$ cat config.mk
export PLATFORM = sky130hd
export DESIGN_NAME = lstm_step_sched
export DESIGN_NICKNAME = d
export VERILOG_FILES = /design/src/rtl/lstm_pkg.sv /design/src/rtl/lstm_wbus_arb.sv /design/src/rtl/lstm_step_sched.sv
export SDC_FILE = /design/constraint.sdc
export NUM_CORES = 1
export LEC_CHECK = 0
export ABC_AREA = 1
export BUFFER_PORTS_ARGS = -buffer_cell sky130_fd_sc_hd__buf_2
export CORE_AREA = 5 5 101 103
export DETAILED_ROUTE_END_ITERATION = 16
export DIE_AREA = 0 0 106 108
export MAX_ROUTING_LAYER = met4
export PLACE_DENSITY_LB_ADDON = 0.12
export SLEW_MARGIN = 20
export SYNTH_ARGS = -nofsm -noshare
export SYNTH_HDL_FRONTEND = slang
export SYNTH_SLANG_ARGS = --single-unit
$ cat constraint.sdc
create_clock -name clk_i -period 4.5 [get_ports clk_i]
set_input_delay 0.9 -clock clk_i [delete_from_list [all_inputs] [get_ports clk_i]]
set_output_delay 0.9 -clock clk_i [all_outputs]
set_load 0.1 [all_outputs]
$ cat src/rtl/lstm_pkg.sv
// Shared types and constants for the LSTM step scheduler.
package lstm_pkg;

  typedef enum logic [2:0] {
    ST_IDLE      = 3'd0,
    ST_LAUNCH    = 3'd1,
    ST_RUN       = 3'd2,
    ST_GATE_GO   = 3'd3,
    ST_GATE_WAIT = 3'd4,
    ST_CLEAR     = 3'd5,
    ST_DONE      = 3'd6
  } state_e;

  localparam logic GRANT_AX = 1'b0;
  localparam logic GRANT_AH = 1'b1;

  localparam int SEQ_LEN_DEF = 100;

  // Step counter width; a one-step sequence still needs a 1-bit counter port.
  function automatic int cnt_width(input int n);
    return (n > 1) ? $clog2(n) : 1;
  endfunction

endpackage

$ cat src/rtl/lstm_wbus_arb.sv
// Two-way round-robin arbiter for the shared weight-read bus.
// A grant is kept for as long as its holder keeps requesting; ties go to
// whichever side did not hold the bus last.
module lstm_wbus_arb
  import lstm_pkg::*;
(
  input  logic clk_i,
  input  logic rst_ni,
  input  logic en_i,
  input  logic ax_req_i,
  input  logic ah_req_i,
  output logic ax_hold_o,
  output logic ah_hold_o,
  output logic wbus_sel_o
);

  logic gnt_vld_q, gnt_vld_d;
  logic gnt_who_q, gnt_who_d;
  logic last_q, last_d;
  logic holder_req;
  logic gnt_ax, gnt_ah;

  assign holder_req = (gnt_who_q == GRANT_AX) ? ax_req_i : ah_req_i;

  // Next grant: hold while the owner requests, otherwise re-arbitrate.
  always_comb begin
    gnt_vld_d = 1'b0;
    gnt_who_d = gnt_who_q;
    last_d    = last_q;
    if (en_i) begin
      if (gnt_vld_q && holder_req) begin
        gnt_vld_d = 1'b1;
      end else if (ax_req_i && ah_req_i) begin
        gnt_vld_d = 1'b1;
        gnt_who_d = ~last_q;
      end else if (ax_req_i) begin
        gnt_vld_d = 1'b1;
        gnt_who_d = GRANT_AX;
      end else if (ah_req_i) begin
        gnt_vld_d = 1'b1;
        gnt_who_d = GRANT_AH;
      end
      if (gnt_vld_d) last_d = gnt_who_d;
    end
  end

  // Grant registers; after reset ah counts as last holder so ax wins the first tie.
  always_ff @(posedge clk_i or negedge rst_ni) begin
    if (!rst_ni) begin
      gnt_vld_q <= 1'b0;
      gnt_who_q <= GRANT_AX;
      last_q    <= GRANT_AH;
    end else begin
      gnt_vld_q <= gnt_vld_d;
      gnt_who_q <= gnt_who_d;
      last_q    <= last_d;
    end
  end

  // Gating with en_i keeps the bus released the moment the scheduler leaves RUN.
  assign gnt_ax     = en_i & gnt_vld_q & (gnt_who_q == GRANT_AX);
  assign gnt_ah     = en_i & gnt_vld_q & (gnt_who_q == GRANT_AH);
  assign ax_hold_o  = ~gnt_ax;
  assign ah_hold_o  = ~gnt_ah;
  assign wbus_sel_o = gnt_ah;

endmodule

$ cat src/rtl/lstm_step_sched.sv
// Per-timestep sequencer for one LSTM layer: launches the ax/ah engines,
// arbitrates their weight bus, kicks the gate stage and re-arms the engines.
//
//   state      | meaning
//   -----------+---------------------------------------------------------
//   IDLE       | waiting for step_req (blocked while err is set)
//   LAUNCH     | raise engine starts, clear or preset done flags
//   RUN        | engines computing; collect finishes, watchdog running
//   GATE_GO    | one-cycle gate_start pulse
//   GATE_WAIT  | waiting for gate_finish, watchdog running
//   CLEAR      | new_cal pulse; goes to IDLE when abandoning the step
//   DONE       | step_done (and seq_done on last step), advance step_cnt
module lstm_step_sched
  import lstm_pkg::*;
#(
  parameter int SEQ_LEN = SEQ_LEN_DEF,
  parameter bit SKIP_H0 = 1'b1,
  parameter int TO_W    = 24,
  localparam int CW     = cnt_width(SEQ_LEN)
) (
  input  logic          clk_i,
  input  logic          rst_ni,
  input  logic          step_req_i,
  input  logic          abort_i,
  output logic          ax_start_o,
  input  logic          ax_rd_req_i,
  input  logic          ax_finish_i,
  output logic          ah_start_o,
  input  logic          ah_rd_req_i,
  input  logic          ah_finish_i,
  output logic          ax_hold_o,
  output logic          ah_hold_o,
  output logic          wbus_sel_o,
  output logic          gate_start_o,
  input  logic          gate_finish_i,
  output logic          new_cal_o,
  output logic          step_done_o,
  output logic          seq_done_o,
  output logic [CW-1:0] step_cnt_o,
  output logic          busy_o,
  output logic          err_o
);

  localparam logic [CW-1:0] LAST_STEP = CW'(SEQ_LEN - 1);

  state_e            state_q, state_d;
  logic              ax_start_q, ax_start_d;
  logic              ah_start_q, ah_start_d;
  logic              ax_done_q, ax_done_d;
  logic              ah_done_q, ah_done_d;
  logic [TO_W-1:0]   wd_q, wd_d;
  logic              err_q, err_d;
  logic [CW-1:0]     cnt_q, cnt_d;
  logic              abandon_q, abandon_d;
  logic              wd_tc;

  assign wd_tc = &wd_q;

  // Next-state logic for the FSM, engine starts, done flags, watchdog and step counter.
  always_comb begin
    state_d    = state_q;
    ax_start_d = ax_start_q;
    ah_start_d = ah_start_q;
    ax_done_d  = ax_done_q;
    ah_done_d  = ah_done_q;
    wd_d       = wd_q;
    err_d      = err_q;
    cnt_d      = cnt_q;
    abandon_d  = abandon_q;

    case (state_q)
      ST_IDLE: begin
        if (step_req_i && !err_q) state_d = ST_LAUNCH;
      end
      ST_LAUNCH: begin
        ax_start_d = 1'b1;
        ax_done_d  = 1'b0;
        // h0 is zero on the first step, so the ah result is known without running it.
        if (SKIP_H0 && (cnt_q == '0)) begin
          ah_start_d = 1'b0;
          ah_done_d  = 1'b1;
        end else begin
          ah_start_d = 1'b1;
          ah_done_d  = 1'b0;
        end
        abandon_d = 1'b0;
        wd_d      = '0;
        state_d   = ST_RUN;
      end
      ST_RUN: begin
        if (ax_finish_i) ax_done_d = 1'b1;
        if (ah_finish_i) ah_done_d = 1'b1;
        if (ax_done_q)   ax_start_d = 1'b0;
        if (ah_done_q)   ah_start_d = 1'b0;
        if (wd_tc) begin
          err_d      = 1'b1;
          abandon_d  = 1'b1;
          ax_start_d = 1'b0;
          ah_start_d = 1'b0;
          state_d    = ST_CLEAR;
        end else begin
          wd_d = wd_q + TO_W'(1);
          if (ax_done_q && ah_done_q) state_d = ST_GATE_GO;
        end
      end
      ST_GATE_GO: begin
        wd_d    = '0;
        state_d = ST_GATE_WAIT;
      end
      ST_GATE_WAIT: begin
        if (wd_tc) begin
          err_d     = 1'b1;
          abandon_d = 1'b1;
          state_d   = ST_CLEAR;
        end else begin
          wd_d = wd_q + TO_W'(1);
          if (gate_finish_i) state_d = ST_CLEAR;
        end
      end
      ST_CLEAR: begin
        ax_start_d = 1'b0;
        ah_start_d = 1'b0;
        abandon_d  = 1'b0;
        state_d    = abandon_q ? ST_IDLE : ST_DONE;
      end
      ST_DONE: begin
        cnt_d   = (cnt_q == LAST_STEP) ? '0 : cnt_q + CW'(1);
        state_d = ST_IDLE;
      end
      default: begin
        state_d = ST_IDLE;
      end
    endcase

    // Abort overrides every other event.
    if (abort_i) begin
      err_d = 1'b0;
      cnt_d = '0;
      if (state_q != ST_IDLE) begin
        state_d    = ST_CLEAR;
        abandon_d  = 1'b1;
        ax_start_d = 1'b0;
        ah_start_d = 1'b0;
        ax_done_d  = 1'b0;
        ah_done_d  = 1'b0;
      end else begin
        state_d = ST_IDLE;
      end
    end
  end

  // State and control registers.
  always_ff @(posedge clk_i or negedge rst_ni) begin
    if (!rst_ni) begin
      state_q    <= ST_IDLE;
      ax_start_q <= 1'b0;
      ah_start_q <= 1'b0;
      ax_done_q  <= 1'b0;
      ah_done_q  <= 1'b0;
      wd_q       <= '0;
      err_q      <= 1'b0;
      cnt_q      <= '0;
      abandon_q  <= 1'b0;
    end else begin
      state_q    <= state_d;
      ax_start_q <= ax_start_d;
      ah_start_q <= ah_start_d;
      ax_done_q  <= ax_done_d;
      ah_done_q  <= ah_done_d;
      wd_q       <= wd_d;
      err_q      <= err_d;
      cnt_q      <= cnt_d;
      abandon_q  <= abandon_d;
    end
  end

  lstm_wbus_arb u_arb (
    .clk_i      (clk_i),
    .rst_ni     (rst_ni),
    .en_i       (state_q == ST_RUN),
    .ax_req_i   (ax_rd_req_i),
    .ah_req_i   (ah_rd_req_i),
    .ax_hold_o  (ax_hold_o),
    .ah_hold_o  (ah_hold_o),
    .wbus_sel_o (wbus_sel_o)
  );

  assign ax_start_o   = ax_start_q;
  assign ah_start_o   = ah_start_q;
  assign gate_start_o = (state_q == ST_GATE_GO);
  assign new_cal_o    = (state_q == ST_CLEAR);
  assign step_done_o  = (state_q == ST_DONE);
  assign seq_done_o   = (state_q == ST_DONE) && (cnt_q == LAST_STEP);
  assign step_cnt_o   = cnt_q;
  assign busy_o       = (state_q != ST_IDLE);
  assign err_o        = err_q;

endmodule

# Yosys cells after proc, flatten, opt, wreduce, memory -nomap -nowiden
# Index checks and enable logic that the tools add are counted.
# Widths: inputs -> output; s select.
# totals
register_bits	43
wordCells	105
inputBits	9
output_inout_bits	18
# op_classes
reduce_logical	21
bitwise_logic	7
n_eq_ne	11
muxes	52
add_sub_neg	2
# op_table
cell	n
$pmux 24 s2	1
$mux 1	33
$add 24x1->24 const B	1
$mux 24	1
$mux 3	8
$reduce_and 24->1	1
$mux 7	3
$pmux 3 s6	1
$eq 3x3->1 const B	3
$ne 4x4->1 const B	2
$reduce_bool 2->1	4
$add 7x1->7 const B	1
$eq 7x7->1 const B	1
$logic_not 7->1	1
$eq 3x2->1 const B	2
$pmux 1 s2	3
$pmux 1 s3	2
$reduce_and 2->1	3
$reduce_or 2->1	3
$logic_and 1x1->1	5
$not 1->1	4
$and 1x1->1	3
$eq 3x1->1 const B	1
$logic_not 3->1	1
other kinds (5)	5

# Longest topological paths before layout
# Gate-level depths: netlist of the first run.
# depth
depth_word	6
depth_mapped	11
mapped_depth_nobuf	10

# Hierarchy
# Synthesis of the first run repeated with hierarchy kept, for this count alone.
# unflattened
cells_unflattened	385
area_unflattened_um2	2718.9
# modules_own_cells
module	area_per_inst_um2	cells_each	seq_area_each_um2	n_inst
lstm_step_sched	2553.7	362	1001.0	1
lstm_wbus_arb	165.2	23	76.3	1

# Least setup slack after synthesis of the first run
# OpenSTA, ideal clock, no wires.
# synth_path
kind	register -> output
from	register state_q[0]
to	output ah_hold_o
n_path_buf	0
t_required_ns	3.600
path_stages_with_launch	5
arrival_time_ns	4.057
path_slack_ns	-0.457
cell_sequence	dfrtp_1 inv_1 nand3_1 nor3_1 inv_1
# synth_via
elab_chain_cells	4
# synth_rtl
item	line_no	source
start: declaration	lstm_step_sched.sv:46	state_e state_q, state_d;
start signal: assignment	lstm_step_sched.sv:165	state_q <= state_d;
$eq 3x2->1	lstm_step_sched.sv:180	.en_i (state_q == ST_RUN),
$and 1x1->1 (2 in series)	lstm_wbus_arb.sv:62	assign gnt_ah = en_i & gnt_vld_q & (gnt_who_q == GRANT_AH);
via wbus_sel_o	lstm_step_sched.sv:33	output logic wbus_sel_o,
$not 1->1	lstm_wbus_arb.sv:64	assign ah_hold_o = ~gnt_ah;
end: declaration	lstm_step_sched.sv:32	output logic ah_hold_o,
# The timed path passes the listed nets, and every way through them passes these cells.

# Worst setup path in the final report of the first run
# layout_path
from	register state_q[0]
to	output wbus_sel_o
# layout_via
elab_chain_cells	3
# layout_rtl
item	line_no
$eq 3x2->1	lstm_step_sched.sv:180
$and 1x1->1 (2 in series)	lstm_wbus_arb.sv:62
end: declaration	lstm_step_sched.sv:33
# No other way between the ends.

==> results of run 1 <==
## worst min-delay path by stage
stage | slack, ps | from | endpoint | cells past startpoint
CTS | 510 | u_arb.gnt_who_q | u_arb.gnt_who_q | 2
detailed placement | 480 | u_arb.gnt_who_q | u_arb.gnt_who_q | 2
global placement | 480 | u_arb.gnt_who_q | u_arb.gnt_who_q | 2
floorplan | 450 | u_arb.gnt_who_q | u_arb.gnt_who_q | 2
global route | 520 | u_arb.last_q | u_arb.last_q | 2
finish | 500 | u_arb.gnt_who_q | u_arb.gnt_who_q | 2
## cell usage after synthesis (all sizes together)
| library cell | number | area [um^2] |
|---|---|---|
| o21ai | 33 | 191.4 |
| nand4 | 7 | 43.79 |
| a21oi | 13 | 76.33 |
| nand3 | 40 | 200.2 |
| dfrtp | 42 | 1051 |
| xnor2 | 1 | 8.760 |
| nor3 | 5 | 25.02 |
| nor3b | 2 | 15.01 |
| nor2 | 54 | 225.2 |
| dfstp | 1 | 26.28 |
| clkinv | 1 | 3.750 |
| buf | 6 | 53.79 |
| nand3b | 1 | 7.510 |
| o22ai | 1 | 6.260 |
| xor2 | 8 | 70.07 |
| inv | 47 | 176.4 |
| o21a | 1 | 7.510 |
| nand2 | 115 | 451.7 |
| o21bai | 2 | 15.01 |
| ha | 3 | 37.54 |
| or2 | 1 | 6.260 |
## routing by layer
metal	vias to the layer above	part of all wire, %
met2	45	47
met5	-	0
met3	8	3.2
met1	1151	49
li1	1280	-
met4	0	1.4
## stage by stage
stage	hold WS [ps]	total power [mW]	instances
finish	504.3	1.317	523
global route	516.2	1.413	523
CTS	505.2	1.341	523
detailed placement	483.6	1.085	515
global placement	477.1	1.084	515
floorplan	453.0	0.9998	384
## logic make-up (layout without fill, tap and decap cells)
group | Yosys count | in the layout | synth area share [%]
adder cells (fa/ha/maj) | 3 | 3 | 1.391
buffers and inverters | 54 | 82 | 8.669
XOR/XNOR | 9 | 9 | 2.921
AO/OA/AOI/OAI | 50 | 50 | 10.99
flip-flops | 43 | 43 | 39.92
AND/OR/NAND/NOR | 225 | 225 | 36.11
## critical path: stages, from the launching register on
cell and delay (ps):
dfrtp_1 410, inv_1 130, nand3_1 280, nor3_2 220
buf_2 460
## cells in the final DEF (no fill, tap or decap), types with 2 or more instances in the layout
cell and instances:
nand2_4 2, clkbuf_8 5, a21oi_1 12, nand4_1 7
nor3_1 4, nand3_1 40, xor2_1 8, ha_1 3
o21ai_2 7, inv_1 47, dfrtp_1 42, o21ai_0 25
nand2_2 2, nor2_1 51, o21bai_1 2, clkbuf_1 2
nor2_4 3, nor3b_1 2, nand2_1 111, buf_2 25
## cell type report
cell class	instances	area, um^2
Clock buffer	7	76.32
Clock inverter	1	5.005
Fill cell	1020	6106
Inverter	48	180.2
Multi-Input combinational cell	287	1393
Sequential cell	43	1077
Tap cell	111	138.9
Timing Repair Buffer	26	132.6
## power by group
part	total [mW]	internal (mW)	leakage (nW)	switching, mW
clock network	0.248	0.109	0.0422	0.139
logic	0.574	0.112	0.775	0.462
registers	0.495	0.440	0.583	0.0551
total	1.32	0.662	1.40	0.655
==> summary.md, run 1 <==
| Metric | Value |
|---|---|
| Status | complete, no violations |
| Transition time of the tightest slew-check pin | 840.1 ps |
| Post-DP Area | 0.002919 mm^2 |
| Post-Synthesis Cells | 384 |
| Drt pass-1 iters | 4 |
| DP Wirelength | 5069 um |
| Critical R2R Capture | wd_q[21] |
| GRT met1 Usage | 16.48% |
| Clk_lat worst skew | 300 ps |
| CTS Sinks | 43 |
| CTS Buffer Depth | 2 |
| CTS buffer count | 5 |
| Number of diodes | 0 |
| Leak | 1.400 nW |
| Final WL | 6900 um |
| GP Congestion | 0.8514 |
| Share of layout cells above drive strength 1 | 12.14% |
| Data required, critical path | 3600 ps |
| CP endpoint | wbus_sel_o |
| CORE AREA | 0.009109 mm^2 |
| Min Tclk post-route | 2694 ps |
| CTS root buf | clkbuf_8 |
| DRT antenna net count | 0 |
| Reg2Reg Depth | 5 |
| Routing usage on met2 | 20.77% |
| Cell variety after synth | 29 |
| Worst VDD drop | 0.0003421 V |
| Postcts setup bufs | 0 |
| Clock-pin transition on the worst setup and hold timing paths | 80 ps |
| Sequential area share after synthesis | 39.92% |
| Die width | 106 um |
| Iteration-0 DRC Markers | 116 |
| Vias in the first global route | 2433 |
| H-tree depth | 2 |
| Post-route clock period utilization | 59.87% |
| CP max FO | 9 |
| First-pass GRT wire length | 11540 um |
| Register-to-Register Setup Slack | 2050 ps |
| Final Util | 32.97% |
| Die ar. | 0.01145 mm^2 |
| # rows | 35 |
| Post-cts gate resize count | 0 |
| WL/cell | 13.19 um |
| Post-route setup slack | 1806 ps |
| Worst min path class | flip-flop to flip-flop |
| Grt met3 use | 2.149% |
| CP Launch Point | state_q[0] |
| Syn-to-layout area delta | 11.27% |
| DR vias/cell | 4.750 |
| Crit. End Element | primary output |
| Post-Syn Nets | 396 |
| CP Launch Type | flip-flop |
| DRC viols | 0 |
| Max Clk Rate | 0.3712 GHz |
| Post-Syn Area | 0.002699 mm^2 |
| PwrDens | 438.6 mW/mm^2 |
| NumNets Final | 423 |
| Initial antenna violation count | 0 |
| IO Port Bufs | 26 |
| Largest Register | wd_q |
| Remaining global-route overflow | 0 |
| Crit path DAT | 1790 ps |
| Unrepaired setup endpoints after global routing | false |
| Post-CTS Hold Buffers | 0 |
| Largest net degree at the start of global routing | 44 |
| Setup TNS | 0 ps |
| CTS tree | yes |
| Fin. Hold Viols | 0 |
| Slew headroom | 43.86% |
| Worst R2R Start | state_q[0] |
| Yosys reg bits | 43 |
| Clock skew | 8.102 ps |
| Max reg flops | 24 |
| Die Y | 108 um |
| Initial cell density of the core | 29.63% |
| Total GRT Usage | 12.89% |
| Yosys warning count | 0 |
| Max-cap violations | 0 |
| Dpl ws | 2042 ps |
| Count of final setup violators | 0 |
| Design area | 0.003003 mm^2 |
| Mean Syn Cell Area | 7.028 um^2 |
| GR peak layer | met2 |
| Io pins | 27 |
| Via count | 2484 |
| Final Slew Violations | 0 |
| CP Class | flip-flop to primary output |
No activity file was read; power rests on OpenSTA's default activity.
==> inputs of run 2 (changes only) <==
- clock period: 4.5 -> 2.58 ns (I/O delays scaled with it)
==> run 2 against run 1 <==
  * Global-route usage fell by 0.14 points
  * Non-clock buffer count increased by 4
  * Cell count rose by 0.76%
  * Cell area increased by 3.5%
  * Register-to-register slack got worse by 1600 ps
  * Setup slack lost 1600 ps
  * Via count fell by 1.5%
  * Count of clock-buffer cells in the layout fell by 1
  * Worst hold slack got worse by 310 ps
  * Utilization increased by 1.2 points
  * Clock skew shrank 1.6 ps
==> summary.md, run 2 (synthesis gave the netlist of run 1 again) <==
| Metric | Value |
|---|---|
| Total GRT Usage | 12.75% |
| Remaining global-route overflow | 0 |
| Grt met3 use | 2.149% |
| Die ar. | 0.01145 mm^2 |
| Unrepaired setup endpoints after global routing | false |
| Transition time of the tightest slew-check pin | 522.8 ps |
| Clock skew | 6.520 ps |
| Cell family with most CP delay | buffers and inverters |
| Die Y | 108 um |
| CP Launch Point | state_q[0] |
| Final WL | 6802 um |
| Pint | 1.397 mW |
| Post-DP Area | 0.002975 mm^2 |
| Leak | 1.456 nW |
| Iteration-0 DRC Markers | 146 |
| IO Port Bufs | 26 |
| Slew headroom | 65.15% |
| Syn-to-layout area delta | 15.16% |
| CORE AREA | 0.009109 mm^2 |
| Io pins | 27 |
| Switch share | 45.27% |
| CP endpoint | ax_hold_o |
| DR vias/cell | 4.641 |
| PwrDens | 821.5 mW/mm^2 |
| Crit path DAT | 1890 ps |
| Vias in the first global route | 2331 |
| Die width | 106 um |
| Data required, critical path | 2060 ps |
| Max-cap violations | 0 |
| Number of diodes | 0 |
| Logic pwr share | 41.1% |
| Worst path max stage delay | 420 ps |
| Initial cell density of the core | 29.63% |
| CP max FO | 9 |
| Clock network power share | 24.9% |
| Net switching power | 1.156 mW |
| Share of layout cells above drive strength 1 | 13.46% |
| Drt pass-1 iters | 4 |
| First-pass GRT wire length | 11530 um |
| Worst R2R Start | wd_q[0] |
| DRC viols | 0 |
| Initial antenna violation count | 0 |
| CTS buffer count | 5 |
| Post-route clock period utilization | 93.10% |
| CP Class | flip-flop to primary output |
| Postcts setup bufs | 0 |
| Post-cts gate resize count | 0 |
| Reg2Reg Depth | 9 |
| CP Buf/Inv Count | 3 |
| GRT met1 Usage | 16.90% |
| NumNets Final | 427 |
| Register-to-Register Setup Slack | 460 ps |
| Worst min path class | input pin to async pin |
| Largest net degree at the start of global routing | 24 |
| Max reg flops | 24 |
| Design area | 0.003108 mm^2 |
| Sequential share of power | 33.9% |
| Final Slew Violations | 0 |
| Most frequent cells in the layout | 111 x nand2_1, 50 x nor2_1, 47 x inv_1 |
| Critical R2R Capture | wd_q[23] |
| CP Launch Type | flip-flop |
| Count of final setup violators | 0 |
| Critical path, cell by cell | inv_1 -> nand3_1 -> inv_1 -> nand3_1 -> buf_2 |
| H-tree depth | 2 |
| Setup TNS | 0 ps |
| CTS Buffer Depth | 2 |
| Largest Register | wd_q |
| Fin. Hold Viols | 0 |
| # rows | 35 |
| Worst VDD drop | 0.0006883 V |
| CTS Sinks | 43 |
| Clk_lat worst skew | 290 ps |
| Crit. End Element | primary output |
| Via count | 2446 |
| Post-CTS Hold Buffers | 0 |
| Slowest CP cell | buf_2 |
| WL/cell | 12.91 um |
| Min Tclk post-route | 2402 ps |
| Cell depth of the worst setup path | 5 |
| Final Util | 34.12% |
| Routing usage on met2 | 20.90% |
| Clock-pin transition on the worst setup and hold timing paths | 90 ps |
| Max Clk Rate | 0.4163 GHz |
| GR peak layer | met2 |
| GP Congestion | 0.8013 |
| DP Wirelength | 5289 um |
| DRT antenna net count | 0 |
| CTS root buf | clkbuf_8 |
| CTS tree | yes |
| Commonest non-fill, non-tap cell in the layout | nand2_1 |
| Status | complete, no violations |
[run 2: changes by cell type in the layout (fill, tap and decap cells not counted), sizes merged]
cell / delta
buf: +4
bufinv: +2
clkbuf: -1
clkinv: -1
[run 2: stage by stage]
| step | total power [mW] | worst slack, ps | hold slack (ps) | cells |
|---|---|---|---|---|
| floorplan | 1.751 | -184.2 | 220.4 | 384 |
| global placement | 1.948 | 494.2 | 473.6 | 519 |
| detailed placement | 1.947 | 462.7 | 477.5 | 519 |
| CTS | 2.597 | 167.5 | 202.5 | 527 |
| global route | 2.742 | 50.24 | 222.4 | 527 |
| finish | 2.553 | 178.1 | 190.8 | 527 |
[run 2: worst min-delay path by stage]
stage               startpoint               to  slack (ps)  cells after the start
2_1_floorplan           rst_ni        abandon_q         220                      0
3_3_place_gp   u_arb.gnt_who_q  u_arb.gnt_who_q         470                      2
3_5_place_dp   u_arb.gnt_who_q  u_arb.gnt_who_q         480                      2
4_1_cts                 rst_ni          wd_q[0]         200                      1
5_1_grt                 rst_ni          wd_q[1]         220                      1
6_report                rst_ni         wd_q[19]         190                      1
[run 2: per-layer routing]
layer | wire length, um | part of all wire [%]
met5 | 0 | 0
met4 | 40 | 0.59
met3 | 141 | 2.1
met2 | 3178 | 47
met1 | 3441 | 51
[run 2: final cells by class]
class	instances	area, um^2
clock buffer	6	72.57
clock inverter	2	60.06
fill	1002	6001
inverter	48	180.2
multi-input combinational	287	1406
sequential	43	1077
tap	111	138.9
timing repair buffer	30	172.7
[run 2: worst register-to-register path, delay by kind of cell, from the launching register on]
kind	cells	cell delay [ps]
compound gates	2	270
fa+ha+maj	1	330
buf+inv	1	270
flops	1	500
simple gates	5	620
[run 2: power groups by stage]
stage	clock, mW	sequential (mW)	combinational [mW]
3_5_place_dp	0	0.879	1.07
6_report	0.636	0.867	1.05
2_1_floorplan	0	0.911	0.840
3_3_place_gp	0	0.876	1.07
4_1_cts	0.661	0.865	1.07
5_1_grt	0.690	0.878	1.17
==> inputs of run 3 (changes only) <==
- CORE_AREA: 5 5 101 103 -> 5 5 106 98
- DIE_AREA: 0 0 106 108 -> 0 0 111 103
==> run 3 against run 2 <==
  * Worst hold slack got worse by 120 ps
  * First-iteration DRC count fell by 8.2%
  * Count of clock-buffer cells in the layout did not move
  * Die area fell by 0.13%
  * Critical path depth did not move
  * Power fell by 3.0%
  * Combinational power barely moved
  * Non-clock buffer count did not move
  * Setup slack improved by 7.7 ps
  * Sequential share of layout area rose by 0.056 points
  * Sequential power barely moved
  * Critical endpoint unchanged
==> summary.md, run 3 (synthesis gave the netlist of run 1 again) <==
| Metric | Value |
|---|---|
| Status | complete, no violations |
| Worst min path class | input pin to async pin |
| Die Y | 103 um |
| Postcts setup bufs | 0 |
| Initial antenna violation count | 0 |
| CTS Buffer Depth | 2 |
| Clk_lat worst skew | 310 ps |
| Die ar. | 0.01143 mm^2 |
| CTS tree | yes |
| H-tree depth | 2 |
| Fin. Hold Viols | 0 |
| Clock skew | 9.352 ps |
| Total GRT Usage | 13.23% |
| CTS Sinks | 43 |
| Syn-to-layout area delta | 14.97% |
| PwrDens | 798.3 mW/mm^2 |
| Max-cap violations | 0 |
| Most frequent cells in the layout | 111 x nand2_1, 50 x nor2_1, 47 x inv_1 |
| GP Congestion | 0.8349 |
| Wire length on met2 | 3138 um |
| Die width | 111 um |
| CP Launch Point | state_q[0] |
| CP Launch Type | flip-flop |
| Count of final setup violators | 0 |
| DP Wirelength | 5386 um |
| Leak | 1.447 nW |
| IO Port Bufs | 26 |
| Hold WS | 70.55 ps |
| Slew headroom | 67.61% |
| CP Class | flip-flop to primary output |
| Final Slew Violations | 0 |
| Reg2Reg Depth | 9 |
| Post-route clock period utilization | 92.80% |
| Worst VDD drop | 0.0005644 V |
| Unrepaired setup endpoints after global routing | false |
| Max reg flops | 24 |
| Metal3 WL | 207 um |
| Register-to-Register Setup Slack | 460 ps |
| CP max FO | 9 |
| Worst R2R Start | wd_q[0] |
| DR vias/cell | 4.601 |
| Post-CTS Hold Buffers | 0 |
| Via count | 2494 |
| Commonest non-fill, non-tap cell in the layout | nand2_1 |
| CTS root buf | clkbuf_8 |
| Share of layout cells above drive strength 1 | 13.70% |
| Non-filler cells, final | 542 |
| DRT antenna net count | 0 |
| CTS buffer count | 5 |
| First-pass GRT wire length | 11960 um |
| Io pins | 27 |
| Remaining global-route overflow | 0 |
| CORE AREA | 0.009316 mm^2 |
| DRC viols | 0 |
| # rows | 34 |
| Design area | 0.003103 mm^2 |
| Final WL | 6888 um |
| Pwr Total | 2.477 mW |
| Vias in the first global route | 2486 |
| WL/cell | 12.71 um |
| Critical R2R Capture | wd_q[21] |
| Transition time of the tightest slew-check pin | 489.2 ps |
| Max layer used | met4 |
| Iteration-0 DRC Markers | 134 |
| Placed Cells | 534 |
| Met1 WL | 3466 um |
| Post-DP Area | 0.002982 mm^2 |
| Max Clk Rate | 0.4177 GHz |
| Data required, critical path | 2060 ps |
| Fill cells | 1036 |
| Drt pass-1 iters | 4 |
| NumNets Final | 427 |
| Crit. End Element | primary output |
| Crit path DAT | 1880 ps |
| Post-cts gate resize count | 0 |
| Initial cell density of the core | 28.97% |
| Number of diodes | 0 |
| Largest net degree at the start of global routing | 24 |
| Largest Register | wd_q |
| Clock-pin transition on the worst setup and hold timing paths | 90 ps |
| Min Tclk post-route | 2394 ps |
==> run 3: per-stage QoR <==
step,setup TNS (ps),util (%),setup slack [ps]
final,0,33.31,185.8
after global routing,0,33.31,38.95
after CTS,0,33.31,166.5
after detailed placement,0,32.00,442.5
after global placement,0,32.00,519.5
after floorplan,-184.2,-,-184.2
==> run 3: final cells by class <==
cell class	instances	area [um^2]	share of cell area [%]
timing repair buffer	30	160.2	5.161
clock inverter	2	38.79	1.250
multi-input combinational	287	1406	45.32
clock buffer	6	82.58	2.661
tap	126	157.7	5.081
sequential	43	1077	34.72
inverter	48	180.2	5.806
==> run 3: worst max path at each step <==
stage	to	slack, ps	cells after the start
2_1_floorplan	ah_hold_o	-180	4
3_3_place_gp	ax_hold_o	520	5
3_5_place_dp	wd_q[21]	440	9
4_1_cts	ax_hold_o	170	5
5_1_grt	ax_hold_o	40	5
6_report	ax_hold_o	190	5
==> run 3: critical path, cell delays in order (launching register included) <==
cell,delay [ps]
dfrtp_1,400
inv_1,110
nand3_1,330
inv_1,190
nand3_1,100
buf_2,420
==> run 3: power breakdown <==
| part | switching [mW] | leakage [nW] | internal (mW) |
|---|---|---|---|
| combinational | 0.804 | 0.802 | 0.228 |
| clock | 0.262 | 0.0618 | 0.319 |
| sequential | 0.0966 | 0.583 | 0.768 |
| total | 1.16 | 1.45 | 1.31 |
==> run 3: routing by layer <==
layer  track usage (%)  up-vias
li1                  -     1287
met1             16.71     1161
met2             22.20       40
met3             2.289        6
met4             3.409        0
met5                 -        -
